File: src/rtl/speech_pkg.sv
// Shared definitions for the speech sequencer: word codes, flash address
// table and sequencer state encoding.
package speech_pkg;

    localparam int NUM_WORDS = 32'd18;

    localparam logic [4:0] W_ZERO  = 5'd0,  W_ONE    = 5'd1,  W_TWO    = 5'd2,  W_THREE  = 5'd3;
    localparam logic [4:0] W_FOUR  = 5'd4,  W_FIVE   = 5'd5,  W_SIX    = 5'd6,  W_SEVEN  = 5'd7;
    localparam logic [4:0] W_EIGHT = 5'd8,  W_NINE   = 5'd9,  W_PLUS   = 5'd10, W_MINUS  = 5'd11;
    localparam logic [4:0] W_TIMES = 5'd12, W_DIVIDE = 5'd13, W_EQUALS = 5'd14, W_POINT  = 5'd15;
    localparam logic [4:0] W_NEGATIVE = 5'd16, W_ERROR = 5'd17;

    // Each word occupies an 8 KiB slot in flash, starting at 0x004000.
    localparam logic [23:0] WORD_START [NUM_WORDS] = '{
        24'h004000, 24'h006000, 24'h008000, 24'h00A000, 24'h00C000, 24'h00E000,
        24'h010000, 24'h012000, 24'h014000, 24'h016000, 24'h018000, 24'h01A000,
        24'h01C000, 24'h01E000, 24'h020000, 24'h022000, 24'h024000, 24'h026000
    };

    localparam logic [23:0] WORD_END [NUM_WORDS] = '{
        24'h005FFF, 24'h007FFF, 24'h009FFF, 24'h00BFFF, 24'h00DFFF, 24'h00FFFF,
        24'h011FFF, 24'h013FFF, 24'h015FFF, 24'h017FFF, 24'h019FFF, 24'h01BFFF,
        24'h01DFFF, 24'h01FFFF, 24'h021FFF, 24'h023FFF, 24'h025FFF, 24'h027FFF
    };

    typedef enum logic [1:0] {
        S_IDLE  = 2'd0,
        S_START = 2'd1,
        S_PLAY  = 2'd2,
        S_GAP   = 2'd3
    } seq_state_e;

endpackage

File: src/rtl/word_fifo.sv
// Circular word-code queue with registered count/full and a combinational
// head-of-queue output.
module word_fifo #(
    parameter int DEPTH = 8,
    parameter int WIDTH = 5
) (
    input  logic                     clk,
    input  logic                     reset,
    input  logic                     push,
    input  logic [WIDTH-1:0]         wdata,
    input  logic                     pop,
    input  logic                     flush,
    output logic                     full,
    output logic [$clog2(DEPTH):0]   count,
    output logic [WIDTH-1:0]         rdata
);

    localparam int PTR_W = $clog2(DEPTH);
    localparam logic [PTR_W-1:0] PTR_ONE  = PTR_W'(32'd1);
    localparam logic [PTR_W:0]   CNT_ONE  = (PTR_W + 1)'(32'd1);
    localparam logic [PTR_W:0]   CNT_FULL = (PTR_W + 1)'(DEPTH);

    logic [WIDTH-1:0] mem_r [DEPTH];
    logic [PTR_W-1:0] wr_ptr_r;
    logic [PTR_W-1:0] rd_ptr_r;
    logic [PTR_W:0]   count_r;
    logic [PTR_W:0]   count_nxt_s;
    logic             full_r;
    logic             push_ok_s;
    logic             pop_ok_s;

    // Qualify push/pop and compute the next occupancy; flush wins over both.
    always_comb begin
        push_ok_s = push && !full_r && !flush;
        pop_ok_s  = pop && (count_r != '0) && !flush;
        if (flush) begin
            count_nxt_s = '0;
        end else if (push_ok_s && !pop_ok_s) begin
            count_nxt_s = count_r + CNT_ONE;
        end else if (!push_ok_s && pop_ok_s) begin
            count_nxt_s = count_r - CNT_ONE;
        end else begin
            count_nxt_s = count_r;
        end
    end

    // Pointer, occupancy and full-flag registers.
    always_ff @(posedge clk or posedge reset) begin
        if (reset) begin
            wr_ptr_r <= '0;
            rd_ptr_r <= '0;
            count_r  <= '0;
            full_r   <= 1'b0;
        end else begin
            if (flush) begin
                wr_ptr_r <= '0;
                rd_ptr_r <= '0;
            end else begin
                if (push_ok_s) wr_ptr_r <= wr_ptr_r + PTR_ONE;
                if (pop_ok_s)  rd_ptr_r <= rd_ptr_r + PTR_ONE;
            end
            count_r <= count_nxt_s;
            full_r  <= (count_nxt_s == CNT_FULL);
        end
    end

    // Storage array, cleared on reset so the head never presents stale data.
    always_ff @(posedge clk or posedge reset) begin
        if (reset) begin
            for (int i = 0; i < DEPTH; i++) mem_r[i] <= '0;
        end else if (push_ok_s) begin
            mem_r[wr_ptr_r] <= wdata;
        end
    end

    assign rdata = mem_r[rd_ptr_r];
    assign count = count_r;
    assign full  = full_r;

endmodule

File: src/rtl/speech_sequencer.sv
// Plays queued word codes back-to-back through the audio controller with a
// fixed silence gap between words.
module speech_sequencer
    import speech_pkg::*;
#(
    parameter int FIFO_DEPTH = 8,
    parameter int WORD_W     = 5,
    parameter int GAP_CYCLES = 50000
) (
    input  logic                          clk,
    input  logic                          reset,
    input  logic                          push,
    input  logic [WORD_W-1:0]             word,
    input  logic                          flush,
    output logic                          full,
    output logic [$clog2(FIFO_DEPTH):0]   count,
    output logic                          busy,
    output logic [23:0]                   start_address,
    output logic [23:0]                   end_address,
    output logic                          play_start,
    input  logic                          play_finish
);

    localparam int GAP_W = (GAP_CYCLES > 1) ? $clog2(GAP_CYCLES) : 1;
    localparam logic [GAP_W-1:0] GAP_LAST = GAP_W'((GAP_CYCLES > 0) ? GAP_CYCLES - 1 : 0);
    localparam logic [GAP_W-1:0] GAP_ONE  = GAP_W'(32'd1);

    seq_state_e                     state_r;
    seq_state_e                     next_state_s;
    logic [WORD_W-1:0]              head_s;
    logic [$clog2(FIFO_DEPTH):0]    fifo_count_s;
    logic                           pop_s;
    logic                           load_s;
    logic                           code_valid_s;
    logic [GAP_W-1:0]               gap_cnt_r;
    logic [23:0]                    start_address_r;
    logic [23:0]                    end_address_r;
    logic                           play_start_r;

    word_fifo #(
        .DEPTH (FIFO_DEPTH),
        .WIDTH (WORD_W)
    ) u_word_fifo (
        .clk   (clk),
        .reset (reset),
        .push  (push),
        .wdata (word),
        .pop   (pop_s),
        .flush (flush),
        .full  (full),
        .count (fifo_count_s),
        .rdata (head_s)
    );

    assign code_valid_s = (32'(head_s) < NUM_WORDS);

    // Next-state logic; invalid codes are popped and dropped without playback.
    always_comb begin
        next_state_s = state_r;
        pop_s        = 1'b0;
        load_s       = 1'b0;
        case (state_r)
            S_IDLE: begin
                if ((fifo_count_s != '0) && !flush) begin
                    pop_s = 1'b1;
                    if (code_valid_s) begin
                        load_s       = 1'b1;
                        next_state_s = S_START;
                    end else begin
                        next_state_s = S_IDLE;
                    end
                end else begin
                    next_state_s = S_IDLE;
                end
            end
            S_START: begin
                if (!play_finish) next_state_s = S_PLAY;
                else              next_state_s = S_START;
            end
            S_PLAY: begin
                if (play_finish) next_state_s = (GAP_CYCLES == 0) ? S_IDLE : S_GAP;
                else             next_state_s = S_PLAY;
            end
            S_GAP: begin
                if (gap_cnt_r == GAP_LAST) next_state_s = S_IDLE;
                else                       next_state_s = S_GAP;
            end
            default: next_state_s = S_IDLE;
        endcase
    end

    // State register and start strobe, registered from the next state.
    always_ff @(posedge clk or posedge reset) begin
        if (reset) begin
            state_r      <= S_IDLE;
            play_start_r <= 1'b0;
        end else begin
            state_r      <= next_state_s;
            play_start_r <= (next_state_s == S_START);
        end
    end

    // Gap counter runs only while in GAP and restarts from zero otherwise.
    always_ff @(posedge clk or posedge reset) begin
        if (reset) begin
            gap_cnt_r <= '0;
        end else if ((state_r == S_GAP) && (gap_cnt_r != GAP_LAST)) begin
            gap_cnt_r <= gap_cnt_r + GAP_ONE;
        end else begin
            gap_cnt_r <= '0;
        end
    end

    // Address registers hold from the START entry until the next valid pop.
    always_ff @(posedge clk or posedge reset) begin
        if (reset) begin
            start_address_r <= 24'h000000;
            end_address_r   <= 24'h000000;
        end else if (load_s) begin
            start_address_r <= WORD_START[head_s];
            end_address_r   <= WORD_END[head_s];
        end
    end

    assign start_address = start_address_r;
    assign end_address   = end_address_r;
    assign play_start    = play_start_r;
    assign count         = fifo_count_s;
    assign busy          = (state_r != S_IDLE) || (fifo_count_s != '0);

endmodule

File: config.mk
export PLATFORM = sky130hd
export DESIGN_NAME = speech_sequencer
export DESIGN_NICKNAME = d
export VERILOG_FILES = /design/src/rtl/speech_pkg.sv /design/src/rtl/word_fifo.sv /design/src/rtl/speech_sequencer.sv
export SDC_FILE = /design/constraint.sdc
export NUM_CORES = 1
export LEC_CHECK = 0
export CAP_MARGIN = 20
export CORE_MARGIN = 5
export CORE_UTILIZATION = 55
export CTS_BUF_LIST = sky130_fd_sc_hd__clkbuf_8
export CTS_CLUSTER_DIAMETER = 200
export DETAILED_ROUTE_END_ITERATION = 12
export PLACE_DENSITY = 0.81
export SYNTH_ARGS = -nofsm -noshare
export SYNTH_HDL_FRONTEND = slang
export SYNTH_SLANG_ARGS = --single-unit
File: constraint.sdc
create_clock -name clk -period 3.8 [get_ports clk]
set_input_delay 0.38 -clock clk [delete_from_list [all_inputs] [get_ports clk]]
set_output_delay 0.38 -clock clk [all_outputs]
set_load 0.1 [all_outputs]
**Word-level counts from Yosys, hierarchy flattened**

Memory sizes are Yosys's and may differ from the RTL's. A register that Yosys moved wholly into a read port is not among the register bits.
Cells that the tools add are included.

- Register bits: 70
- ROM bits: 1536
- Input bits: 10
- Output and inout port bits: 55
- Logic and storage cells: 80
- Memories kept: 2

- Add/subtract/negate cells: 5
- $lt $le $gt $ge: 4
- Eq/ne operators: 7
- Mux-type cells: 25
- Bitwise logic cells: 3
- Reductions and logical operators: 19

Memory list:

| name | words | width | rd ports | clocked after Yosys merged registers in | wr ports | RTL line | RTL |
|---|---|---|---|---|---|---|---|
| (no name shown) | 32 | 24 | 1 | 1 | 0 | speech_sequencer.sv:121 | `end_address_r <= WORD_END[head_s];` |
| (no name shown) | 32 | 24 | 1 | 1 | 0 | speech_sequencer.sv:120 | `start_address_r <= WORD_START[head_s];` |

Operator list:

| kind | number |
|---|---|
| $bwmux W40 | 1 |
| $add A16 B1 Y16 const B | 1 |
| $eq A16 B16 Y1 const B | 1 |
| $mux W16 | 1 |
| $ne A16 B16 Y1 const B | 1 |
| $bmux W5 S3 | 1 |
| $demux W5 S3 | 1 |
| $mux W5 | 3 |
| $mux W3 | 4 |
| $mux W4 | 3 |
| $logic_and A1 B1 Y1 | 9 |
| $ge A4 B4 Y1 const B | 2 |
| $not A3 Y4 | 2 |
| $pmux W2 S4 | 1 |
| $mux W1 | 7 |
| $add A3 B1 Y3 const B | 2 |
| $mux W2 | 3 |
| $not A5 Y6 | 1 |
| $reduce_bool A2 Y1 | 3 |
| $lt A5 B5 Y1 const B | 1 |
| $add A4 B1 Y4 const B | 1 |
| $eq A2 B1 Y1 const B | 2 |
| $eq A2 B2 Y1 const B | 2 |
| $eq A4 B4 Y1 const B | 1 |
| 6 further kinds | 9 |

**Logic depth before layout (Yosys ltp)**

- Word-level depth: 11
- Gate-level depth with buffers: 9
- Gate-level depth less buffers: 7

**By module**

Synthesis repeated with hierarchy kept, for this count alone.

- Cell total of the unflattened synthesis: 361
- Area total of the unflattened synthesis: 4125.2 sq um

By module, submodules not included:

| module | instances | cells each | area each (sq um) | seq. area each (sq um) |
|---|---|---|---|---|
| word_fifo | 1 | 192 | 2555.0 | 1276.2 |
| speech_sequencer | 1 | 169 | 1570.3 | 625.6 |

**Worst setup path after synthesis**

OpenSTA, ideal clock, no wires.

- Path type: flip-flop to flip-flop
- Start: register u_word_fifo.count_r[1], in the netlist u_word_fifo.count[1]
- End: register end_address_r[13], in the netlist end_address[13]
- Library setup time: 126 ps
- Data arrival time: 2459 ps
- Data required time: 3674 ps
- Slack: 1215 ps
- Cell stages (with the launch flop): 8
- Buffers on the path: 0
- Period minus slack after synthesis: 2585 ps
- Cells stage by stage: dfrtp_1 -> inv_1 -> ha_1 -> nor3b_1 -> nor4_2 -> nand3_2 -> nand2_4 -> mux2_4

- Longest elaborated chain between the ends: 4

Ends and longest elaborated chain:

| item | RTL line | RTL |
|---|---|---|
| from (decl) | word_fifo.sv:26 | `logic [PTR_W:0] count_r;` |
| from (signal assigned) | word_fifo.sv:62 | `count_r <= count_nxt_s;` |
| $reduce_bool A4 Y1 | speech_sequencer.sv:64 | `if ((fifo_count_s != '0) && !flush) begin` |
| $logic_and A1 B1 Y1 | speech_sequencer.sv:64 |  |
| $mux W1 | speech_sequencer.sv:64 |  |
| $mux W1 | speech_sequencer.sv:62 | `case (state_r)` |
| to (decl) | speech_sequencer.sv:37 | `logic [23:0] end_address_r;` |

Every way passes these cells.
A chain may end at the register's enable or synchronous reset.

**Worst setup path in the final report**

- Start: register u_word_fifo.count_r[1], in the netlist u_word_fifo.count[1]
- End: output busy

- Longest elaborated chain between the ends: 2

Ends and longest elaborated chain:

| item | RTL line | RTL |
|---|---|---|
| $reduce_bool A4 Y1 | speech_sequencer.sv:129 | `assign busy = (state_r != S_IDLE) \|\| (fifo_count_s != '0);` |
| $logic_or A1 B1 Y1 | speech_sequencer.sv:129 |  |
| to (decl) | speech_sequencer.sv:17 | `output logic busy,` |

Every way passes these cells.

==> flow_summary.ini <==
[outcome]
outcome = finished clean

[worst_setup_path]
arrival_ps = 2450
crit_required_ps = 3420
critPathLaunchType = register
r2r_cells = 6
r2r_slack_ps = 1140
path_cells = inv_1 -> ha_1 -> nor3b_1 -> nand2_1 -> clkdlybuf4s50_1
cp-end-kind = output port
path_max_fanout = 6
regToRegStartpoint = u_word_fifo.rd_ptr_r[0]$_DFFE_PP0P_
worstSetupPathType = register to output port
r2r-end = end_address[13]$_DFFE_PP0P_
max_stage_delay_ps = 980
slowest_stage = clkdlybuf4s50_1

[synthesis]
yosysTopAreaCell = dfrtp_1
synthArstFlopShare_pct = 100.0
synth_edf_count = 0
syn_inst = 342
synth_common_cells = dfrtp_1 (76), buf_4 (43), mux2_2 (42)
yosysSeqAreaShare_pct = 47.62
yosys.area.top_type_share_pct = 47.62
syn_area_um2 = 3994
synth_cell_types = 38
synth-seq-cells = 76
yosys_warnings = 0
avgSynthCellArea_um2 = 11.68
ys.flop_type = dfrtp_1
synth_area_leaders = dfrtp_1 (48%), mux2_2 (12%), buf_4 (8.1%)
synth.most_common_cell = dfrtp_1

[placement]
dp_hpwl_mm = 5.324
portBuffers = 39
gp_congestion = 0.8425
post-place-ws_ps = 1150

[power_and_ir_drop]
p_total_mw = 2.094
ir_drop_mv = 0.3134
power_leakage_nw = 2.056
p_per_area_nw_per_um2 = 471.9

[clocking]
clock_sinks = 76
cts_setup_buffers = 0
cts-buffers-inserted = 9
cts_buffer_depth = 2
cts_tree = done
htreeDepth = 3
path_clk_slew_ps = 80
insertion_delay_ps = 350
ctsHoldBuffers = 0
cts_resized = 0
cts-root-buf = clkbuf_8

[floorplan]
start_util_pct = 55.66
design.core.area_um2 = 7176
die_x_um = 95.22
die-area_um2 = 9066
ios = 65
placementRows = 31
fp.dieH_um = 95.22

[cells_and_area]
diodes = 0
fillers = 563
multiInputGateArea_um2 = 1755
area_growth_pct = 11.12
drive_above_1_share_pct = 19.24
fin_nets = 383
register_area_um2 = 1902

[grt]
grt_start_max_net_pins = 61
grt_pass1_vias = 2479
grt.overflow.total = 0
grt.total_usage_pct = 17.83
antenna_found_initial = 0
grt_pass1_wl_mm = 12.16

[detailed_routing]
drt_first_pass_iters = 4
wirelength_mm = 7.327
drt_iter0_markers = 80
via_per_inst = 5.175
drtAntennaViolNets = 0
vias = 2422
wl_per_cell_um = 15.66
route.detailed.drc = 0

[hold_path]
hold_path_class = input pin to asynchronous set/reset pin

[timing]
finalSetupViolations = 0
fin_ws_ps = 968.4
max_freq_mhz = 353.2
period_needed_ps = 2832
max_slew_margin_pct = 34.41
final.setup.tns_ps = 0
fin_skew_ps = 9.235
slew_viol_final = 0
grt_setup_unrepaired = no
tightestPinTransition_ps = 980.8
hold_viol = 0
fin_crit_sh_pct = 74.52

[job]
drv_cap = 0
-- layout make-up --
| class | instances | share of cell area (%) |
|---|---|---|
| clock buffer | 9 | 2.791 |
| clock inverter | 6 | 2.030 |
| inverter | 12 | 1.015 |
| multi-input combinational | 226 | 39.55 |
| sequential | 76 | 42.85 |
| tap | 99 | 2.791 |
| timing repair buffer | 40 | 8.965 |
-- how the worst max path moves through the flow --
stage / startpoint / endpoint / depth (start not counted)
floorplan: u_word_fifo.count[1]$_DFF_PP0_ / end_address[13]$_DFFE_PP0P_ / 7
global placement: u_word_fifo.rd_ptr_r[0]$_DFFE_PP0P_ / end_address[13]$_DFFE_PP0P_ / 6
detailed placement: u_word_fifo.rd_ptr_r[0]$_DFFE_PP0P_ / end_address[13]$_DFFE_PP0P_ / 6
CTS: u_word_fifo.count[1]$_DFF_PP0_ / busy / 5
global route: u_word_fifo.count[1]$_DFF_PP0_ / busy / 5
finish: u_word_fifo.count[1]$_DFF_PP0_ / busy / 5
-- cell usage in the layout (no fill, tap or decap), drive strengths merged, types with 2 or more instances in the layout --
cell type and count:
nor3 4, nor4 3, a21oi 4, mux4 8
clkinv 3, nor3b 2, clkbuf 9, inv 12
nand3 12, conb 25, or4 2, xnor2 13
nor2b 3, nand4 4, and3 3, o21ai 2
nand2b 4, bufinv 2, o211ai 2, nand2 23
clkdlybuf4s50 39, nor2 33, xor2 9, mux2i 15
mux2 43, dfrtp 76, ha 8
-- kinds of logic after synthesis --
kind of cell             after synthesis  share of synthesized area (%)
multiplexers                          66                          20.77
AO/OA/AOI/OAI                         10                          1.504
flip-flops                            76                          47.62
adder cells (fa/ha/maj)                8                          2.506
other                                  1                        0.09389
AND/OR/NAND/NOR                       95                          12.00
buffers and inverters                 64                          10.68
XOR/XNOR                              22                          4.825
-- through the flow --
stage	instances	cell area [µm²]	utilization (%)	hold WS [ps]
floorplan	366	4084	-	444.9
global placement	453	4224	58.87	473.0
detailed placement	453	4224	58.87	482.8
CTS	468	4438	61.85	316.1
global route	468	4438	61.85	342.6
finish	468	4438	61.85	319.2
-- worst max-delay path, delay by kind of cell, from the launching register on --
| kind | cells | cell delay (ps) |
|---|---|---|
| DFF | 1 | 430 |
| and+or+nand+nor | 2 | 430 |
| adders and majority gates | 1 | 160 |
| buffers and inverters | 2 | 1080 |
-- sequential cells by signal, summed over array words and instances (netlist names) --
signal and count:
end_address 5, gap_cnt_r 16, start_address 1, u_word_fifo.count 4, u_word_fifo.mem_r 40, play_start 1, u_word_fifo.full 1, u_word_fifo.rd_ptr_r 3
state_r 2, u_word_fifo.wr_ptr_r 3
-- routing by layer --
| layer | up-vias | global-route usage, % | wire, µm |
|---|---|---|---|
| met5 | - | 0 | 0 |
| met4 | 0 | 5.649 | 72 |
| met3 | 7 | 4.972 | 458 |
| met2 | 65 | 30.90 | 3812 |
| met1 | 1204 | 21.44 | 2984 |
| li1 | 1146 | - | - |
-- power by group --
part           switching, mW  internal, mW
clock network          0.292         0.367
registers             0.0819         0.918
logic                  0.271         0.164
No activity file was read; power rests on OpenSTA's default activity.
